===== config.mk =====
export PLATFORM = sky130hd
export DESIGN_NAME = router_ingress_flat
export DESIGN_NICKNAME = d
export VERILOG_FILES = /design/src/rtl/router_ingress_if.sv /design/src/rtl/router_ingress.sv /design/src/flat_wrapper.sv
export SDC_FILE = /design/constraint.sdc
export NUM_CORES = 1
export LEC_CHECK = 0
export CORE_MARGIN = 2
export CORE_UTILIZATION = 50
export DETAILED_ROUTE_END_ITERATION = 8
export PLACE_DENSITY = 0.79
export SYNTH_ARGS = -nofsm -noshare
export SYNTH_HDL_FRONTEND = slang
export SYNTH_SLANG_ARGS = --single-unit
export TNS_END_PERCENT = 30

===== constraint.sdc =====
create_clock -name clk -period 9.2 [get_ports clk]
set_clock_uncertainty 0.1 [all_clocks]
set_input_delay 1.84 -clock clk [delete_from_list [all_inputs] [get_ports clk]]
set_output_delay 1.84 -clock clk [all_outputs]
set_load 0.1 [all_outputs]

===== src/rtl/router_ingress_if.sv =====
// Source-port byte stream plus write side of the three destination FIFOs.
// master = packet source / FIFO bank, slave = router_ingress.
interface router_ingress_if #(
    parameter int unsigned DATA_W   = 8,
    parameter int unsigned NUM_DEST = 3
);
    logic                pkt_valid;
    logic [DATA_W-1:0]   data_in;
    logic                busy;
    logic [NUM_DEST-1:0] fifo_full;
    logic [NUM_DEST-1:0] fifo_empty;
    logic [NUM_DEST-1:0] soft_reset;
    logic [DATA_W-1:0]   dout;
    logic [NUM_DEST-1:0] write_enb;
    logic                lfd_state;
    logic                parity_done;
    logic                err;
    logic                pkt_drop;

    modport master (
        output pkt_valid, data_in, fifo_full, fifo_empty, soft_reset,
        input  busy, dout, write_enb, lfd_state, parity_done, err, pkt_drop
    );

    modport slave (
        input  pkt_valid, data_in, fifo_full, fifo_empty, soft_reset,
        output busy, dout, write_enb, lfd_state, parity_done, err, pkt_drop
    );
endinterface


===== src/rtl/router_ingress.sv =====
// Router ingress: parses header/payload/parity bytes, stages each byte in a
// one-entry hold register and writes it to the addressed FIFO.
module router_ingress #(
    parameter int unsigned DATA_W   = 8,
    parameter int unsigned NUM_DEST = 3
) (
    input logic            clk,
    input logic            reset,
    router_ingress_if.slave bus
);
    localparam int unsigned AW = 2;
    localparam int unsigned LW = DATA_W - AW;
    localparam int unsigned RW = LW + 1;

    typedef enum logic [2:0] {IDLE, WAIT_EMPTY, PAYLOAD, PARITY, DROP} state_e;

    state_e            state_q, state_d;
    logic              hold_valid_q, hold_valid_d;
    logic [DATA_W-1:0] hold_byte_q, hold_byte_d;
    logic [AW-1:0]     hold_addr_q, hold_addr_d;
    logic              hold_hdr_q, hold_hdr_d;
    logic [AW-1:0]     pkt_addr_q, pkt_addr_d;
    logic [RW-1:0]     rem_q, rem_d;
    logic [DATA_W-1:0] par_q, par_d;
    logic              err_q, err_d;
    logic              parity_done_q, parity_done_d;
    logic              pkt_drop_q, pkt_drop_d;

    logic          in_pkt, abort, kill_hold, can_write, busy, accept;
    logic          load_hold, load_hdr;
    logic [AW-1:0] hdr_addr;
    logic [LW-1:0] hdr_len;

    assign hdr_addr  = bus.data_in[AW-1:0];
    assign hdr_len   = bus.data_in[DATA_W-1:AW];
    assign in_pkt    = (state_q == WAIT_EMPTY) || (state_q == PAYLOAD) || (state_q == PARITY);
    assign abort     = in_pkt & bus.soft_reset[pkt_addr_q];
    // Outside a packet a soft reset still discards a byte staged for that FIFO.
    assign kill_hold = hold_valid_q & (abort | bus.soft_reset[hold_addr_q]);
    assign can_write = hold_valid_q & ~bus.fifo_full[hold_addr_q]
                     & (state_q != WAIT_EMPTY) & ~kill_hold;
    assign busy      = (state_q == WAIT_EMPTY) | (hold_valid_q & ~can_write);
    assign accept    = bus.pkt_valid & ~busy;

    assign bus.busy        = busy;
    assign bus.err         = err_q;
    assign bus.parity_done = parity_done_q;
    assign bus.pkt_drop    = pkt_drop_q;

    always_comb begin
        bus.write_enb = '0;
        bus.dout      = '0;
        bus.lfd_state = 1'b0;
        if (can_write) begin
            bus.write_enb[hold_addr_q] = 1'b1;
            bus.dout                   = hold_byte_q;
            bus.lfd_state              = hold_hdr_q;
        end
    end

    always_comb begin
        state_d       = state_q;
        hold_valid_d  = hold_valid_q & ~can_write & ~kill_hold;
        hold_byte_d   = hold_byte_q;
        hold_addr_d   = hold_addr_q;
        hold_hdr_d    = hold_hdr_q;
        pkt_addr_d    = pkt_addr_q;
        rem_d         = rem_q;
        par_d         = par_q;
        err_d         = err_q;
        parity_done_d = 1'b0;
        pkt_drop_d    = 1'b0;
        load_hold     = 1'b0;
        load_hdr      = 1'b0;

        if (abort) begin
            // Remaining payload plus parity is discarded; a byte taken this cycle counts.
            rem_d      = rem_q + RW'(1) - RW'(accept);
            state_d    = (rem_d == '0) ? IDLE : DROP;
            pkt_drop_d = 1'b1;
        end else if (accept) begin
            case (state_q)
                IDLE: begin
                    err_d = 1'b0;
                    par_d = bus.data_in;
                    rem_d = RW'(hdr_len);
                    if (hdr_addr == AW'(NUM_DEST)) begin
                        rem_d      = RW'(hdr_len) + RW'(1);
                        state_d    = DROP;
                        pkt_drop_d = 1'b1;
                    end else begin
                        load_hold  = 1'b1;
                        load_hdr   = 1'b1;
                        pkt_addr_d = hdr_addr;
                        if (bus.fifo_empty[hdr_addr]) begin
                            state_d = (hdr_len == '0) ? PARITY : PAYLOAD;
                        end else begin
                            state_d = WAIT_EMPTY;
                        end
                    end
                end
                PAYLOAD: begin
                    load_hold = 1'b1;
                    par_d     = par_q ^ bus.data_in;
                    rem_d     = rem_q - RW'(1);
                    if (rem_q == RW'(1)) begin
                        state_d = PARITY;
                    end
                end
                PARITY: begin
                    load_hold     = 1'b1;
                    err_d         = (bus.data_in != par_q);
                    parity_done_d = 1'b1;
                    state_d       = IDLE;
                end
                DROP: begin
                    rem_d = rem_q - RW'(1);
                    if (rem_q == RW'(1)) begin
                        state_d = IDLE;
                    end
                end
                default: ;
            endcase
        end else if ((state_q == WAIT_EMPTY) && bus.fifo_empty[pkt_addr_q]) begin
            state_d = (rem_q == '0) ? PARITY : PAYLOAD;
        end

        if (load_hold) begin
            hold_valid_d = 1'b1;
            hold_byte_d  = bus.data_in;
            hold_addr_d  = load_hdr ? hdr_addr : pkt_addr_q;
            hold_hdr_d   = load_hdr;
        end
    end

    always_ff @(posedge clk or posedge reset) begin
        if (reset) begin
            state_q       <= IDLE;
            hold_valid_q  <= 1'b0;
            hold_byte_q   <= '0;
            hold_addr_q   <= '0;
            hold_hdr_q    <= 1'b0;
            pkt_addr_q    <= '0;
            rem_q         <= '0;
            par_q         <= '0;
            err_q         <= 1'b0;
            parity_done_q <= 1'b0;
            pkt_drop_q    <= 1'b0;
        end else begin
            state_q       <= state_d;
            hold_valid_q  <= hold_valid_d;
            hold_byte_q   <= hold_byte_d;
            hold_addr_q   <= hold_addr_d;
            hold_hdr_q    <= hold_hdr_d;
            pkt_addr_q    <= pkt_addr_d;
            rem_q         <= rem_d;
            par_q         <= par_d;
            err_q         <= err_d;
            parity_done_q <= parity_done_d;
            pkt_drop_q    <= pkt_drop_d;
        end
    end
endmodule


===== src/flat_wrapper.sv =====
// flat-port wrapper written by rule: the top's interface ports become plain ports
module router_ingress_flat 
#(
    parameter int unsigned DATA_W   = 8,
    parameter int unsigned NUM_DEST = 3
)
  (clk, reset, bus_pkt_valid, bus_data_in, bus_fifo_full, bus_fifo_empty, bus_soft_reset, bus_busy, bus_dout, bus_write_enb, bus_lfd_state, bus_parity_done, bus_err, bus_pkt_drop);
  router_ingress_if #(.DATA_W(DATA_W), .NUM_DEST(NUM_DEST)) bus_i ();
  input logic clk;
  input logic reset;
  input wire logic [$bits(bus_i.pkt_valid)-1:0] bus_pkt_valid;
  input wire logic [$bits(bus_i.data_in)-1:0] bus_data_in;
  input wire logic [$bits(bus_i.fifo_full)-1:0] bus_fifo_full;
  input wire logic [$bits(bus_i.fifo_empty)-1:0] bus_fifo_empty;
  input wire logic [$bits(bus_i.soft_reset)-1:0] bus_soft_reset;
  output wire logic [$bits(bus_i.busy)-1:0] bus_busy;
  output wire logic [$bits(bus_i.dout)-1:0] bus_dout;
  output wire logic [$bits(bus_i.write_enb)-1:0] bus_write_enb;
  output wire logic [$bits(bus_i.lfd_state)-1:0] bus_lfd_state;
  output wire logic [$bits(bus_i.parity_done)-1:0] bus_parity_done;
  output wire logic [$bits(bus_i.err)-1:0] bus_err;
  output wire logic [$bits(bus_i.pkt_drop)-1:0] bus_pkt_drop;
  assign bus_i.pkt_valid = bus_pkt_valid;
  assign bus_i.data_in = bus_data_in;
  assign bus_i.fifo_full = bus_fifo_full;
  assign bus_i.fifo_empty = bus_fifo_empty;
  assign bus_i.soft_reset = bus_soft_reset;
  assign bus_busy = bus_i.busy;
  assign bus_dout = bus_i.dout;
  assign bus_write_enb = bus_i.write_enb;
  assign bus_lfd_state = bus_i.lfd_state;
  assign bus_parity_done = bus_i.parity_done;
  assign bus_err = bus_i.err;
  assign bus_pkt_drop = bus_i.pkt_drop;
  router_ingress #(.DATA_W(DATA_W), .NUM_DEST(NUM_DEST)) u_core (.clk(clk), .reset(reset), .bus(bus_i));
endmodule

==> impl_metrics.tcl, run 1 <==
set metrics [dict create \
    outcome "complete, no violations" \
    final_cell_mix "clkdlybuf4s50_1, dfrtp_1, nand2_1" \
    hp-class "reg -> reg" \
    syn_area_sq_um 2700 \
    ir_drop_mv 0.240 \
    cts_tree "done" \
    cellPowerDensity_nw_per_um2 321 \
    clock.fmax_mhz 145 \
    coreArea_sq_um 5140 \
    post-route-drc-count 0 \
    cp-start-kind "primary input" \
    cp-end-kind "primary output" \
    n_antenna_cell 0 \
    grt_max_degree 36 \
    drt_iter0_drc 185 \
    p_leak_uw 0.00134 \
    worstSkewPairLatency_ns 0.30 \
    reg2reg_slack_ns 5.23 \
    cp.required_ns 7.26 \
    ys_ff_latch 35 \
    routedWlPerCell_um 15.9 \
    start_util 0.525 \
    yosysTopAreaCellShare 0.325 \
    synthFlopType "dfrtp_1" \
    cts_hold_buf 0 \
    cts_setup_buffers 0 \
    setup_tns_ns 0 \
    relSlewSlack 0.271 \
    io_pins 36 \
    htree_levels 2 \
    rows 26 \
    cts.clk_slew.worst_paths_ns 0.09 \
    syn-instance-count 305 \
    grt.total_usage 0.218 \
    syn_nets 339 \
    clockBufferDepth 2 \
    drive_gt1_frac 0.0816 \
    critPathKind "in -> out" \
    nFillCells 478 \
    portBuffers 35 \
    synth_top_area_cell "dfrtp_1" \
    die_h_um 77.4 \
    maxCapViolCount 0 \
    die_area_sq_um 6000 \
    cp.arrival_ns 4.94 \
    multi_input_area_sq_um 1670 \
    dr_total_vias 2353 \
    rsz0062_at_grt "false" \
    viasPerCell 5.87 \
    min_period_over_period 0.748 \
    synthDistinctLibCells 55 \
    slew_violations 0 \
    crit_path_max_fanout 10 \
    postLayoutCoreUtil 0.618 \
    min_period_ns 6.88 \
    synth_edf_count 0 \
    synth.avg_cell_area_sq_um 8.84 \
    ant_nets 0 \
    antenna_found_initial 0 \
    async_reset_ff_frac 1.00 \
    ys_warn_count 0 \
    cts_buffers 5 \
    fin_nets 364 \
    tightest_slew_ns 1.08 \
    first_global_vias 2236 \
    firstDrtPassIters 4 \
    gr-total-overflow 0 \
    grt_pass1_wl_mm 10.6 \
    area_delta_synth_final_pct 17.9 \
    synthTopCellsByArea "dfrtp_1, mux2_2, ha_1" \
    totalWireLength_mm 6.36 \
    clk_root_buffer_cell "clkbuf_8" \
    final-seq-area_sq_um 876 \
    place_congestion 0.856 \
    timing.final.hold_violations 0 \
    setup_viol 0 \
    ctsResizeCount 0 \
    die_w_um 77.4 \
    cts_sinks 35 \
    seq_area_frac_synth 0.325 \
    hpwl_mm 4.67 \
]
[critical path, stage by stage]
cell,delay (ns)
clkdlybuf4s50_1,0.42
mux2i_1,0.22
o211ai_1,0.17
a211o_1,0.45
nor2_1,0.47
and2_1,0.22
clkdlybuf4s50_1,1.14
[flip-flops by register name, summed over array words and instances (netlist names)]
name	flops
u_core.bus.err	1
u_core.bus.parity_done	1
u_core.bus.pkt_drop	1
u_core.hold_addr_q	2
u_core.hold_byte_q	8
u_core.hold_hdr_q	1
u_core.hold_valid_q	1
u_core.par_q	8
u_core.pkt_addr_q	2
u_core.rem_q	7
u_core.state_q	3
[worst paths after layout]
kind	depth (start not counted)	startpoint	end
setup / recovery	7	bus_soft_reset[2]	bus_dout[4]
hold / removal	1	u_core.hold_hdr_q	u_core.hold_hdr_q
setup reg to reg	13	u_core.state_q[1]	u_core.state_q[2]
hold reg to reg	1	u_core.hold_hdr_q	u_core.hold_hdr_q
max in group asynchronous	3	reset	u_core.rem_q[1]
min in group asynchronous	3	reset	u_core.par_q[0]
[kinds of logic after synthesis]
family	Yosys count	share of synthesized area
compound gates	61	0.154
simple gates	105	0.204
fa+ha+maj	14	0.0650
mux	31	0.123
buf+inv	36	0.0547
xor+xnor	23	0.0747
flops	35	0.325
[area by class of cell]
class	instances	area share
Clock buffer	5	0.0217
Inverter	18	0.0213
Sequential cell	35	0.276
Tap cell	70	0.0276
Timing Repair Buffer	36	0.113
Clock inverter	3	0.0150
Multi-Input combinational cell	234	0.526
[cells in the mapped netlist, types with 8 or more instances]
cell      count
a21oi_1       8
o21ai_0      16
ha_1         14
nand2_1      30
nand3_1       9
clkbuf_1     12
mux2i_1      15
mux2_2       16
inv_1        18
xnor2_1      20
and2_1       11
dfrtp_1      35
nor2_1       16
[power by group]
group | total (uW) | internal [uW] | switching [uW]
registers | 326 | 226 | 100
logic | 549 | 238 | 311
clock network | 145 | 82.1 | 62.8
total | 1020 | 546 | 474
[per-stage QoR]
step                cells  hold WS [ns]  setup slack [ns]  area (sq um)  total power [uW]
global placement      393         0.375              2.43          3060               856
finish                401         0.395              2.32          3180              1020
global route          401         0.420              2.19          3180              1100
CTS                   401         0.396              2.32          3180              1020
floorplan             305         0.341              1.86          2700               759
detailed placement    393         0.377              2.33          3060               873
[layer usage]
layer	track usage	wire, um
met5	0	0
met4	0.0393	47
met3	0.0407	334
met2	0.378	3140
met1	0.285	2840
No activity file was read; power rests on OpenSTA's default activity.
==> run 2: changes to the inputs <==
Settings changed: PLACE_DENSITY 0.79 to 0.81.
Clock period 9.2 ns to 5.7 ns, I/O delays scaled along.
==> impl_metrics.tcl, run 2 (synthesized netlist as in run 1, its figures left out) <==
set metrics [dict create \
    drt_iter0_drc 179 \
    final_common_cell "dfrtp_1" \
    hpwl_mm 4.47 \
    die_h_um 77.4 \
    cp-end-kind "primary output" \
    reg.largest.list "u_core.hold_byte_q (8), u_core.par_q (8), u_core.rem_q (7)" \
    finalNonFillerCells 401 \
    min_period_ns 4.59 \
    power_uw 1590 \
    rows 26 \
    post-route-drc-count 0 \
    htree_levels 2 \
    n_antenna_cell 0 \
    crit_chain "clkdlybuf4s50_1 > mux2i_1 > o211ai_1 > a211o_1 > nor2_1 > and3_1 > buf_4" \
    cts_setup_buffers 0 \
    ctsResizeCount 0 \
    cellPowerDensity_nw_per_um2 510 \
    totalWireLength_mm 5.98 \
    hp-start "u_core.hold_hdr_q" \
    cp.required_ns 4.46 \
    cts_tree "done" \
    worstSkewPairLatency_ns 0.30 \
    die_area_sq_um 6000 \
    drive_gt1_frac 0.121 \
    min_period_over_period 0.805 \
    p_leak_uw 0.00135 \
    routedWlPerCell_um 14.9 \
    antenna_found_initial 0 \
    nFillCells 491 \
    multi_input_area_sq_um 1670 \
    portBuffers 35 \
    cts_sinks 35 \
    whs_ns 0.383 \
    first_global_vias 2186 \
    cts_hold_buf 0 \
    fin_nets 364 \
    postLayoutCoreUtil 0.607 \
    relSlewSlack 0.160 \
    critPathTopFamily "buffers and inverters" \
    tightest_slew_ns 1.25 \
    seq_power_share 0.327 \
    critPathSlowestCell "nor2_1" \
    io_pins 36 \
    dr_total_vias 2292 \
    clockBufferDepth 2 \
    cts.clk_slew.worst_paths_ns 0.08 \
    crit_buf_inv 2 \
    p_clk_frac 0.120 \
    slew_violations 0 \
    placed_cells 393 \
    final_cell_mix "dfrtp_1, nand2_1, clkdlybuf4s50_1" \
    p_switching_uw 758 \
    cp-start-kind "primary input" \
    p_int_uw 833 \
    die_w_um 77.4 \
    grt_max_degree 36 \
    clk_root_buffer_cell "clkbuf_8" \
    cts_buffers 5 \
    switching_share 0.477 \
    gr-total-overflow 0 \
    outcome "complete, no violations" \
    place_congestion 0.895 \
    slowest_delay_ns 0.47 \
    final-seq-area_sq_um 876 \
    firstDrtPassIters 4 \
    hp-class "reg -> reg" \
    clock.fmax_mhz 218 \
    timing.final.hold_violations 0 \
    setup_viol 0 \
    crit_path_max_fanout 10 \
    area_delta_synth_final_pct 15.8 \
    setup_tns_ns 0 \
    grt.total_usage 0.214 \
    grt_pass1_wl_mm 10.4 \
    ir_drop_mv 0.340 \
    coreArea_sq_um 5140 \
    viasPerCell 5.72 \
    critPathKind "in -> out" \
    comb_power_share 0.553 \
    maxCapViolCount 0 \
    r2r-start "u_core.state_q[1]" \
    rsz0062_at_grt "false" \
    start_util 0.525 \
    startpoint "bus_soft_reset[2]" \
    cp.arrival_ns 3.35 \
    ant_nets 0 \
]
==> run 2: cell count changes in the layout (fill, tap and decap cells not counted) <==
cell,previous run,this run
bufinv_16,1,0
buf_4,1,14
clkinvlp_4,0,2
clkdlybuf4s50_1,35,22
clkinv_4,1,0
==> run 2: path summary, 6_finish.rpt <==
kind | end | slack (ns) | cells past startpoint
max in group asynchronous | u_core.rem_q[6] | 4.00 | 3
worst max register to register | u_core.state_q[2] | 1.98 | 13
worst min register to register | u_core.hold_hdr_q | 0.38 | 1
worst max-delay path | bus_write_enb[1] | 1.11 | 7
worst min-delay path | u_core.hold_hdr_q | 0.38 | 1
min in group asynchronous | u_core.hold_byte_q[1] | 1.17 | 3
==> run 2: per-layer routing <==
metal / vias up / GRT usage / share of wire
met4: 0 / 0.0607 / 0.0095
met1: 1086 / 0.294 / 0.47
met3: 8 / 0.0407 / 0.046
met5: - / 0 / 0
met2: 62 / 0.344 / 0.47
li1: 1136 / - / -
==> run 2: power groups by stage <==
stage | registers [uW] | clock network (uW) | logic [uW]
floorplan | 498 | 0 | 727
global placement | 521 | 0 | 858
detailed placement | 523 | 0 | 875
CTS | 517 | 193 | 881
global route | 544 | 204 | 976
finish | 520 | 191 | 880
==> run 2: area by class of cell <==
class                      count  area share
clock inverter                 3     0.00762
multi-input combinational    234       0.536
sequential                    35       0.281
clock buffer                   5      0.0220
timing repair buffer          36       0.104
inverter                      18      0.0216
tap                           70      0.0281
==> run 2: stage by stage <==
step | worst slack [ns] | area, sq um
final | 1.11 | 3120
after global routing | 0.946 | 3120
after CTS | 1.07 | 3120
after detailed placement | 1.07 | 3030
after global placement | 1.14 | 3030
after floorplan | -0.244 | 2700
==> run 3: changes to the inputs <==
Clock period 5.7 ns to 3.75 ns, I/O delays scaled along.
==> impl_metrics.tcl, run 3 (synthesized netlist as in run 1, its figures left out) <==
set metrics [dict create \
    hp-class "reg -> reg" \
    worstSkewPairLatency_ns 0.29 \
    setup_tns_ns 0 \
    clockBufferDepth 2 \
    rows 26 \
    p_leak_uw 0.00148 \
    clk_root_buffer_cell "clkbuf_8" \
    cts_sinks 35 \
    die_area_sq_um 6000 \
    gr-total-overflow 0 \
    rsz0062_at_grt "false" \
    relSlewSlack 0.331 \
    start_util 0.525 \
    die_h_um 77.4 \
    htree_levels 2 \
    viasPerCell 5.81 \
    post-route-drc-count 0 \
    finalNonFillerCells 416 \
    cp-start-kind "primary input" \
    dr_total_vias 2418 \
    crit_path_max_fanout 2 \
    cts_tree "done" \
    maxCapViolCount 0 \
    cellPowerDensity_nw_per_um2 799 \
    cp.arrival_ns 3.61 \
    post-route-worst-setup-slack_ns 0.194 \
    cts_hold_buf 0 \
    whs_ns 0.376 \
    cts_buffers 5 \
    slew_violations 0 \
    drive_gt1_frac 0.173 \
    io_pins 36 \
    cts.clk_slew.worst_paths_ns 0.07 \
    setup_viol 0 \
    reg.largest.list "u_core.hold_byte_q (8), u_core.par_q (8), u_core.rem_q (7)" \
    timing.final.hold_violations 0 \
    grt_pass1_wl_mm 11.3 \
    final_common_cell "dfrtp_1" \
    drt_iter0_drc 263 \
    min_period_over_period 0.948 \
    clock.fmax_mhz 281 \
    post-place-ws_ns -0.334 \
    n_antenna_cell 0 \
    ant_nets 0 \
    totalWireLength_mm 6.57 \
    fin_nets 379 \
    postLayoutCoreUtil 0.671 \
    cp-end-kind "flip-flop" \
    tightest_slew_ns 1.00 \
    portBuffers 35 \
    routedWlPerCell_um 15.8 \
    outcome "complete, no violations" \
    die_w_um 77.4 \
    cts_setup_buffers 0 \
    critPathKind "in -> reg" \
    coreArea_sq_um 5140 \
    cp.required_ns 3.81 \
    grt.total_usage 0.231 \
    first_global_vias 2420 \
    ir_drop_mv 0.409 \
    final_cell_mix "dfrtp_1, nand2_1, clkdlybuf4s50_1" \
    area_delta_synth_final_pct 28.0 \
    place_congestion 0.971 \
    hpwl_mm 4.92 \
    antenna_found_initial 0 \
    grt_max_degree 24 \
    firstDrtPassIters 5 \
    min_period_ns 3.56 \
    placed_cells 408 \
]
## run 3: changes by cell type in the layout (fill, tap and decap cells not counted), sizes merged
cell / before / now
inv: 19 / 18
clkinvlp: 2 / 0
bufinv: 0 / 1
buf: 14 / 29
clkinv: 0 / 1
clkbuf: 5 / 6
## run 3: layer usage
| layer | routed length [um] | vias up | track usage | share of wire |
|---|---|---|---|---|
| li1 | - | 1162 | - | - |
| met1 | 3010 | 1169 | 0.319 | 0.46 |
| met2 | 3170 | 76 | 0.380 | 0.48 |
| met3 | 307 | 11 | 0.0372 | 0.047 |
| met4 | 76 | 0 | 0.0589 | 0.012 |
| met5 | 0 | - | 0 | 0 |
## run 3: power breakdown
part / internal [uW] / total [uW] / switching, uW
combinational: 748 / 1640 / 896
sequential: 555 / 758 / 203
clock: 215 / 357 / 141
## run 3: stage by stage
stage / total power (uW) / instance area (sq um)
2_1_floorplan: 1870 / 2710
3_3_place_gp: 2300 / 3320
3_5_place_dp: 2350 / 3320
4_1_cts: 2730 / 3440
5_1_grt: 2960 / 3450
6_report: 2760 / 3450
## run 3: area by class of cell
cell class	count	area (sq um)
clock inverters	2	35.0
well taps	70	87.6
flip-flops and latches	35	876
repair buffers	51	601
inverters	18	67.6
clock buffers	6	82.6
fillers	403	1690
multi-input cells	234	1700
## run 3: worst paths after layout
check / start / to / slack, ns / cells past startpoint
max in group asynchronous: reset / u_core.rem_q[2] / 1.98 / 3
hold reg to reg: u_core.hold_hdr_q / u_core.hold_hdr_q / 0.38 / 1
setup reg to reg: u_core.state_q[1] / u_core.state_q[2] / 0.44 / 14
hold / removal: u_core.hold_hdr_q / u_core.hold_hdr_q / 0.38 / 1
min in group asynchronous: reset / u_core.hold_byte_q[1] / 0.87 / 2
setup / recovery: bus_soft_reset[2] / u_core.state_q[2] / 0.19 / 15
## run 3: timing repair
action / in CTS / in global routing
endpoints found under the hold margin: 0 / 0
pin swaps: 0 / 2
endpoints found under the setup margin: 1 / 1
resized for setup: 1 / 2
## run 3: worst max-delay path: stages
cell and delay (ns):
clkdlybuf4s50_1 0.44, mux2i_2 0.20, o211ai_1 0.14, a211o_1 0.34, a21oi_4 0.17, inv_1 0.05
ha_1 0.18, ha_1 0.21, inv_1 0.06, ha_1 0.15, buf_4 0.11, xnor2_1 0.16
nand3_1 0.14, o41ai_2 0.38, o211ai_1 0.13
